<file path="config.mk">
export PLATFORM = sky130hd
export DESIGN_NAME = rtc_bus_arbiter
export DESIGN_NICKNAME = d
export VERILOG_FILES = /design/src/rtl/rtc_bus_arbiter.sv
export SDC_FILE = /design/constraint.sdc
export NUM_CORES = 1
export LEC_CHECK = 0
export ABC_CLOCK_PERIOD_IN_PS = 2000
export BUFFER_PORTS_ARGS = -buffer_cell sky130_fd_sc_hd__buf_2
export CORE_ASPECT_RATIO = 0.8
export CORE_MARGIN = 8
export CORE_UTILIZATION = 40
export CTS_CLUSTER_SIZE = 20
export DETAILED_ROUTE_END_ITERATION = 8
export PLACE_DENSITY = 0.68
export SKIP_LAST_GASP = 1
export SYNTH_ARGS = -nofsm -noshare
export SYNTH_HDL_FRONTEND = slang
export SYNTH_SLANG_ARGS = --single-unit
export TNS_END_PERCENT = 20
</file>
<file path="constraint.sdc">
create_clock -name clk -period 2 [get_ports clk]
set_clock_uncertainty 0.15 [all_clocks]
set_input_delay 0.4 -clock clk [delete_from_list [all_inputs] [get_ports clk]]
set_output_delay 0.4 -clock clk [all_outputs]
set_load 0.005 [all_outputs]
</file>
<file path="src/rtl/rtc_bus_arbiter.sv">
// rtc_bus_arbiter
// ---------------------------------------------------------------------------
// Shares the RTC multiplexed address/data bus between three requesters and
// runs one complete bus transaction per grant:
//   address phase (SET/STB/HLD) -> turnaround -> data phase (SET/STB/HLD) -> DONE.
// Port 0 = config write, port 1 = chrono write, port 2 = periodic read.
// Fixed priority port0 > port1 > port2. Requests are level signals and are
// sampled only while idle. A request dropped during a transaction does not
// abort that transaction.
//
// Optional feature macro: RTC_AGING_EN
//   defined   : after AGE_MAX consecutive port0/1 grants made while the read
//               request is pending, the next arbitration goes to port 2.
//   undefined : strict fixed priority; port 2 may starve.
//
// Handshake: req_*_i is a level request. gnt_o is one-hot and stays stable
// from the grant edge until the clock edge that leaves DONE. ack_o pulses for
// exactly one cycle (the DONE cycle); for a port2 transaction rdata_o is valid
// in that cycle and holds until the next port2 capture.
//
// Parameters : PH_CYC  clk cycles per bus phase (1..255)
//              AGE_MAX port0/1 grants tolerated while a read waits
// Ports      : clk, Reset (async, active-high)
//              req/addr/wdata for ports 0 and 1, req/addr for port 2
//              gnt_o, ack_o, rdata_o, busy_o                - requester side
//              cs_n_o, a_d_o, wr_n_o, rd_n_o, ad_out_o,
//              ad_oe_o, ad_in_i                             - RTC pin side
//              state_o                                      - FSM state (debug)
// All outputs are registered.
// ---------------------------------------------------------------------------
module rtc_bus_arbiter #(
    parameter int unsigned PH_CYC  = 8,
    parameter int unsigned AGE_MAX = 4
) (
    input  logic       clk,
    input  logic       Reset,
    input  logic       req_wr_i,
    input  logic [7:0] addr_wr_i,
    input  logic [7:0] wdata_wr_i,
    input  logic       req_cr_i,
    input  logic [7:0] addr_cr_i,
    input  logic [7:0] wdata_cr_i,
    input  logic       req_rd_i,
    input  logic [7:0] addr_rd_i,
    output logic [2:0] gnt_o,
    output logic       ack_o,
    output logic [7:0] rdata_o,
    output logic       busy_o,
    output logic       cs_n_o,
    output logic       a_d_o,
    output logic       wr_n_o,
    output logic       rd_n_o,
    output logic [7:0] ad_out_o,
    output logic       ad_oe_o,
    input  logic [7:0] ad_in_i,
    output logic [3:0] state_o
);

    typedef enum logic [3:0] {
        IDLE, ADDR_SET, ADDR_STB, ADDR_HLD, TURN,
        DATA_SET, DATA_STB, DATA_HLD, DONE
    } state_t;

    localparam logic [7:0] PH_LAST = 8'(PH_CYC - 1);

    state_t     state_q, state_d;
    logic [7:0] cnt_q, cnt_d;
    logic [7:0] addr_q, addr_d;
    logic [7:0] wdata_q, wdata_d;
    logic       rd_q, rd_d;
    logic [2:0] gnt_q, gnt_d;
    logic [2:0] win;
    logic       phase_end;
    logic       addr_ph, data_ph;

    assign phase_end = (cnt_q == PH_LAST);

    // Aging: force a port2 win once enough port0/1 grants went by while the
    // read request was waiting.
`ifdef RTC_AGING_EN
    localparam int unsigned AGE_W = (AGE_MAX < 1) ? 1 : $clog2(AGE_MAX + 1);
    logic [AGE_W-1:0] age_q;
    logic             age_hit;
    assign age_hit = (age_q == AGE_W'(AGE_MAX));

    always_ff @(posedge clk or posedge Reset) begin
        if (Reset) begin
            age_q <= '0;
        end else if (state_q == IDLE) begin
            if (!req_rd_i || win[2]) begin
                age_q <= '0;
            end else if ((win[0] || win[1]) && !age_hit) begin
                age_q <= age_q + 1'b1;
            end
        end
    end
`else
    logic age_hit;
    logic unused_age_max;
    assign age_hit        = 1'b0;
    assign unused_age_max = (AGE_MAX == 0);
`endif

    always_comb begin
        win = 3'b000;
        if (req_rd_i && age_hit) win = 3'b100;
        else if (req_wr_i)       win = 3'b001;
        else if (req_cr_i)       win = 3'b010;
        else if (req_rd_i)       win = 3'b100;
    end

    always_comb begin
        state_d = state_q;
        cnt_d   = cnt_q;
        gnt_d   = gnt_q;
        addr_d  = addr_q;
        wdata_d = wdata_q;
        rd_d    = rd_q;
        case (state_q)
            IDLE: begin
                if (win != 3'b000) begin
                    state_d = ADDR_SET;
                    cnt_d   = 8'd0;
                    gnt_d   = win;
                    rd_d    = win[2];
                    addr_d  = win[0] ? addr_wr_i  : (win[1] ? addr_cr_i  : addr_rd_i);
                    wdata_d = win[0] ? wdata_wr_i : (win[1] ? wdata_cr_i : 8'h00);
                end
            end
            DONE: begin
                state_d = IDLE;
                gnt_d   = 3'b000;
            end
            default: begin
                if (phase_end) begin
                    cnt_d = 8'd0;
                    case (state_q)
                        ADDR_SET: state_d = ADDR_STB;
                        ADDR_STB: state_d = ADDR_HLD;
                        ADDR_HLD: state_d = TURN;
                        TURN:     state_d = DATA_SET;
                        DATA_SET: state_d = DATA_STB;
                        DATA_STB: state_d = DATA_HLD;
                        default:  state_d = DONE;
                    endcase
                end else begin
                    cnt_d = cnt_q + 8'd1;
                end
            end
        endcase
    end

    // Pin outputs are decoded from the next state so they are registered yet
    // line up with the state they belong to.
    assign addr_ph = (state_d == ADDR_SET) || (state_d == ADDR_STB) || (state_d == ADDR_HLD);
    assign data_ph = (state_d == DATA_SET) || (state_d == DATA_STB) || (state_d == DATA_HLD);

    always_ff @(posedge clk or posedge Reset) begin
        if (Reset) begin
            state_q  <= IDLE;
            cnt_q    <= 8'd0;
            gnt_q    <= 3'b000;
            addr_q   <= 8'h00;
            wdata_q  <= 8'h00;
            rd_q     <= 1'b0;
            ack_o    <= 1'b0;
            busy_o   <= 1'b0;
            rdata_o  <= 8'h00;
            cs_n_o   <= 1'b1;
            a_d_o    <= 1'b1;
            wr_n_o   <= 1'b1;
            rd_n_o   <= 1'b1;
            ad_out_o <= 8'h00;
            ad_oe_o  <= 1'b0;
        end else begin
            state_q  <= state_d;
            cnt_q    <= cnt_d;
            gnt_q    <= gnt_d;
            addr_q   <= addr_d;
            wdata_q  <= wdata_d;
            rd_q     <= rd_d;
            ack_o    <= (state_d == DONE);
            busy_o   <= (state_d != IDLE);
            cs_n_o   <= !(addr_ph || data_ph);
            a_d_o    <= !addr_ph;
            wr_n_o   <= !((state_d == ADDR_STB) || ((state_d == DATA_STB) && !rd_d));
            // The bus is never driven while the RTC is being read.
            rd_n_o   <= !((state_d == DATA_STB) && rd_d);
            ad_oe_o  <= addr_ph || (data_ph && !rd_d);
            ad_out_o <= addr_ph ? addr_d : ((data_ph && !rd_d) ? wdata_d : 8'h00);
            if ((state_q == DATA_STB) && phase_end && rd_q) begin
                rdata_o <= ad_in_i;
            end
        end
    end

    assign gnt_o   = gnt_q;
    assign state_o = state_q;

endmodule

</file>
==> results of run 1 <==
[routing by layer]
metal  part of all wire (%)  routed length (µm)
met1                     45                2980
met2                     47                3130
met3                    6.0                 394
met4                    1.6                 105
met5                      0                   0
[repair_timing]
action | CTS | global route
pin swaps | 6 | 0
endpoints found under the hold margin | 19 | 0
setup buffers | 1 | 1
hold buffers | 1 | 0
resized for setup | 9 | 4
endpoints found under the setup margin | 10 | 12
[cell usage after synthesis, drive strengths merged]
cell type	n
a211oi	1
a21o	1
a21oi	15
a221oi	7
a22o	1
a22oi	2
a31oi	1
a32o	1
a32oi	1
and2	1
and3	2
buf	9
clkbuf	5
dfrtp	51
dfstp	4
ha	1
inv	5
mux2	8
mux2i	16
nand2	21
nand2b	2
nand3	7
nand4bb	1
nor2	40
nor2b	2
nor3	2
nor4	1
o211ai	2
o21a	1
o21ai	22
o31a	1
o31ai	2
o41ai	1
or2	2
or3	3
xor2	4
[cell type report]
| cell class | instances | area (µm²) | share of cell area [%] |
|---|---|---|---|
| flip-flops and latches | 55 | 1380 | 39.5 |
| multi-input cells | 172 | 1180 | 33.8 |
| well taps | 84 | 105 | 3.00 |
| clock inverters | 3 | 22.5 | 0.643 |
| repair buffers | 121 | 718 | 20.5 |
| inverters | 5 | 18.8 | 0.536 |
| clock buffers | 5 | 68.8 | 1.97 |
[logic make-up (layout without fill, tap and decap cells)]
| family | after synthesis | after routing | synth area share [%] |
|---|---|---|---|
| buffers and inverters | 19 | 134 | 4.99 |
| xor gates and xnor gates | 4 | 4 | 1.33 |
| adders and majority gates | 1 | 1 | 0.475 |
| muxes | 24 | 24 | 9.51 |
| DFF | 55 | 55 | 52.5 |
| AOI/OAI and AO/OA | 59 | 59 | 16.1 |
| and+or+nand+nor | 84 | 84 | 15.1 |
[stage by stage]
step,setup TNS [ps],std cells,util [%],area (µm²)
after floorplan,-105,246,-,2630
after global placement,-807,434,51.8,3300
after detailed placement,-1610,434,51.8,3300
after CTS,-461,444,54.7,3490
after global routing,-1480,445,54.9,3500
final,-515,445,54.9,3500
[worst paths after layout]
path,from,endpoint,slack (ps),cells after the start
hold / removal,ad_in_i[5],rdata_o[5],170,2
max in group asynchronous,Reset,a_d_o,790,4
hold reg to reg,rdata_o[3],rdata_o[3],360,1
setup reg to reg,cnt_q[6],ad_out_o[2],-70,7
min in group asynchronous,Reset,rdata_o[0],510,4
setup / recovery,cnt_q[6],ad_out_o[2],-70,7
[state kept, by name, indices dropped and copies added (netlist names), 3 cells and up]
| signal | flops |
|---|---|
| wdata_q | 8 |
| ad_out_o | 8 |
| addr_q | 8 |
| gnt_o | 3 |
| rdata_o | 8 |
| cnt_q | 8 |
| state_o | 4 |
[critical path, cell delays in order (launching register included)]
cell      delay, ps
dfrtp_1         390
or3_4           430
or2_4           280
o211ai_4        230
o211ai_4        110
buf_12          170
mux2i_1         160
nor2_1           50
[power by group]
part,total (mW),switching (mW),leakage (nW),internal (mW)
clock,0.617,0.366,0.0485,0.251
combinational,0.146,0.0740,1.02,0.0721
sequential,1.12,0.00342,0.700,1.12
total,1.89,0.443,1.77,1.44
==> key figures, run 1 <==
Die
  – Die Wd: 107 µm
  – Die height: slightly below 90 µm
  – Die area: approximately 9400 µm²
  – Rows: 26
  – Initial Util: between 40% and 50%
  – Core footprint: between 6000 and 7000 µm²
  – Ports: slightly above 80

Drt
  – Routed WL: ~6.6 mm
  – Via count: approximately 2200
  – WL/cell: around 15 µm
  – Final ANT Viol Nets: 0
  – Vias per Instance: 5.00
  – Drt pass-1 iters: 4
  – Drt drc: 0
  – DRT iter0 DRCs: 84

STA
  – # setup viols final: 8
  – RSZ-0062 raised after global routing: yes
  – Pins over their slew limit: 0
  – Final worst setup slack: -73.2 ps
  – Part of the cycle the worst path needs: 104%
  – Final hold violation count: 0
  – Min Tclk post-route: slightly above 2000 ps
  – Hold_ws: approximately 170 ps
  – Fmax: between 400 and 500 MHz
  – Slew @ Worst Pin: between 600 and 700 ps
  – Max-slew headroom: between 50% and 60%

Final layout
  – Commonest non-fill, non-tap cell in the layout: buf_2
  – Fin nets: just over 400
  – Share of cells above drive strength 1: 44.6%
  – Antenna cells: 0
  – Fillcell total: about 580
  – Area Overhead vs Synth: 33.0%
  – Most frequent cells in the layout: 82 x buf_2, 50 x dfrtp_1, 38 x nor2_1

Worst setup path
  – CP Launch Type: flop
  – Critical Path AT: about 2100 ps
  – CP required: 2070 ps
  – Setup CP Type: reg -> reg
  – Max FO, Critical Path: 8
  – Setup crit end kind: flop

GRT
  – Grt ovf: 0
  – Initial antenna violation count: 0
  – GRT Max-Usage Layer: met2
  – Met2 usage: about 23%
  – Vias in the first global route: about 2300
  – Total track usage: between 10% and 20%
  – GR Util met3: 4.08%
  – Pin count of the biggest net entering global routing: 37
  – Met1 usage: about 18%
  – First-pass GRT wire length: ~11 mm

Status
  – Status: complete, but fails checks
  – Failing checks: setup timing

Pwr
  – Leakage dissipation: roughly 1.8 nW
  – Total chip power: approximately 1.9 mW
  – Peak VDD IR: roughly 260 µV
  – Power density over cell area: around 540 nW/µm²

CTS
  – Clock tree sinks: 55
  – CTS tree: built
  – H-tree depth: 2
  – Clk_lat worst skew: between 300 and 400 ps
  – Clock buffer depth: 2
  – Worst-path clk slew: 110 ps
  – Root Buffer Master: clkbuf_8
  – CTS buffer count: 5

Placement
  – IO Port Bufs: 82
  – DP HPWL: ~5.2 mm
  – Setup WS pre-CTS: -223 ps
  – Routability congestion estimate: 0.828

Worst hold path
  – Worst min-delay path class: in -> reg

Logic synthesis
  – Top post-synthesis cells by area: dfrtp_1 49%, mux2i_1 6.1%, nor2_1 5.7%, dfstp_2 4.0%, o21ai_0 3.4%
  – Dominant cell type by area after synthesis: dfrtp_1
  – Part of the Yosys area used for sequential elements: between 50% and 60%
  – Cells after Synth: approximately 250
  – Top cell type's share of synthesized area: 48.5%
  – Yosys warnings: 0
  – Mapped Area: 2630 µm²
  – Syn_nets: 300
  – Synthesized flop and latch total: between 50 and 60
  – Count of different cell masters after synthesis: 46
  – Mapped Avg Cell Area: about 11 µm²

Run
  – Max-cap violations: 0
No activity file was read; power rests on OpenSTA's default activity.
==> inputs of run 2 (changes only) <==
--- a/config.mk
+++ b/config.mk
@@ -6,13 +6,14 @@
 export NUM_CORES = 1
 export LEC_CHECK = 0
 export ABC_CLOCK_PERIOD_IN_PS = 2000
-export BUFFER_PORTS_ARGS = -buffer_cell sky130_fd_sc_hd__buf_2
 export CORE_ASPECT_RATIO = 0.8
 export CORE_MARGIN = 8
-export CORE_UTILIZATION = 40
+export CORE_UTILIZATION = 56
 export CTS_CLUSTER_SIZE = 20
 export DETAILED_ROUTE_END_ITERATION = 8
-export PLACE_DENSITY = 0.68
+export DONT_BUFFER_PORTS = 1
+export MAX_ROUTING_LAYER = met4
+export PLACE_DENSITY = 0.74
 export SKIP_LAST_GASP = 1
 export SYNTH_ARGS = -nofsm -noshare
 export SYNTH_HDL_FRONTEND = slang
==> key figures, run 2 (synthesized netlist as in run 1, its figures left out) <==
Drt
  – DRT iter0 DRCs: around 100
  – Via count: about 2000
  – Vias per Instance: 5.71
  – Drt drc: 0
  – Routed WL: around 6 mm
  – WL/cell: 17.8 µm
  – Final ANT Viol Nets: 0
  – Drt pass-1 iters: 4

Status
  – Status: complete, but fails checks
  – Failing checks: setup timing

Final layout
  – Antenna cells: 0
  – Final instance area: about 3100 µm²
  – Share of cells above drive strength 1: ~29%
  – Fin nets: 334
  – Post-Route Utilization: between 60% and 70%
  – Non-Filler Instances: approximately 340
  – Area Overhead vs Synth: 17.5%
  – Fillcell total: ~350
  – Most frequent cells in the layout: 50 x dfrtp_1, 38 x nor2_1, 38 x buf_4
  – Commonest non-fill, non-tap cell in the layout: dfrtp_1

Die
  – Die Wd: 92.6 µm
  – Die area: around 7200 µm²
  – Rows: 22
  – Ports: 83
  – Die height: approximately 77 µm
  – Core footprint: about 4500 µm²
  – Initial Util: between 50% and 60%

GRT
  – Vias in the first global route: about 1900
  – Total track usage: between 10% and 20%
  – Pin count of the biggest net entering global routing: 36
  – Grt ovf: 0
  – First-pass GRT wire length: 9.79 mm
  – Initial antenna violation count: 0

STA
  – Max-slew headroom: roughly two thirds
  – # setup viols final: 9
  – Part of the cycle the worst path needs: 106%
  – Setup TNS: -593 ps
  – Fmax: approximately 470 MHz
  – Slew @ Worst Pin: 510 ps
  – RSZ-0062 raised after global routing: yes
  – Pins over their slew limit: 0
  – Final hold violation count: 0
  – Min Tclk post-route: between 2000 and 2500 ps
  – Final worst setup slack: -117 ps

Worst setup path
  – Slowest-stage cell, CP: o31a_1
  – CP required: ~2100 ps
  – Max FO, Critical Path: 8
  – Critical Path AT: roughly 2200 ps
  – Crit-path max cell delay: between 300 and 400 ps
  – Worst-path cell chain: ha_2 -> nand4bb_4 -> o31a_1 -> a31oi_4 -> o211ai_4 -> buf_12 -> mux2i_4 -> nor2_2
  – Setup CP Type: reg -> reg
  – Setup crit end kind: flop
  – CP Launch Type: flop

Pwr
  – Leakage dissipation: between 1 and 1.5 nW
  – Peak VDD IR: roughly 350 µV
  – Power density over cell area: 588 nW/µm²

CTS
  – Worst-path clk slew: roughly 90 ps
  – CTS buffer count: 5
  – Clock tree sinks: 55
  – Root Buffer Master: clkbuf_8
  – Clock buffer depth: 2
  – Clk_lat worst skew: ~310 ps
  – H-tree depth: 2
  – CTS tree: built

Placement
  – Setup WS pre-CTS: -193 ps
  – DP Area: between 2000 and 3000 µm²
  – Routability congestion estimate: 0.851
  – IO Port Bufs: 0
  – Placed cell count: roughly 330
  – DP HPWL: 4.60 mm

Worst hold path
  – Worst min-delay path class: in -> reg

Run
  – Max-cap violations: 0
run 2: cell types whose count changed in the layout (fill, tap and decap cells not counted), moves of 2 or more:
cell	before	now
buf_2	82	0
mux2i_1	16	14
o21ai_0	16	18
o21ai_1	3	1
run 2: critical path: cells and delay by family, from the launching register on:
kind / cells / cell delay [ps]
compound gates: 3 / 690
fa+ha+maj: 1 / 210
buf+inv: 1 / 170
flops: 1 / 360
mux: 1 / 180
simple gates: 2 / 290
run 2: metal layers:
layer | wire (µm) | vias up | part of all wire, % | GRT usage (%)
met5 | 0 | - | 0 | -
met4 | 71 | 0 | 1.2 | 6.26
met3 | 456 | 8 | 7.5 | 5.35
met2 | 2780 | 71 | 46 | 25.2
met1 | 2780 | 927 | 46 | 23.9
li1 | - | 940 | - | -
run 2: final timing paths:
kind	startpoint	to	slack, ps	cells after the start
min in group asynchronous	Reset	ad_oe_o	400	2
worst max-delay path	cnt_q[1]	ad_out_o[5]	-120	8
worst min register to register	addr_q[4]	addr_q[4]	380	2
max in group asynchronous	Reset	a_d_o	720	3
worst min-delay path	ad_in_i[1]	rdata_o[1]	90	1
worst max register to register	cnt_q[1]	ad_out_o[5]	-120	8
run 2: through the flow:
step                total power [mW]  hold WS (ps)
detailed placement              1.21           165
finish                          1.82          85.3
global route                    1.89          63.0
floorplan                       1.21           306
global placement                1.21           158
CTS                             1.84          75.7
run 2: layout make-up:
cell class              count  area, µm²  share of cell area, %
clock buffers               7       86.3                   2.79
multi-input cells         172       1190                   38.3
well taps                  60       75.1                   2.43
flip-flops and latches     55       1380                   44.7
clock inverters             1       8.76                  0.283
repair buffers             41        335                   10.8
inverters                   5       18.8                  0.607
run 2: repair_timing:
action / CTS / global route
gates resized for setup: 8 / 4
hold buffers: 1 / 0
pin swaps: 6 / 4
setup buffers: 3 / 2
endpoints found under the setup margin: 11 / 14
endpoints found under the hold margin: 17 / 0
run 2: report_power, final:
group / switching, mW / total [mW] / internal [mW]
logic: 0.0377 / 0.0668 / 0.0291
clock network: 0.343 / 0.627 / 0.284
registers: 0.00562 / 1.13 / 1.12
total: 0.386 / 1.82 / 1.43
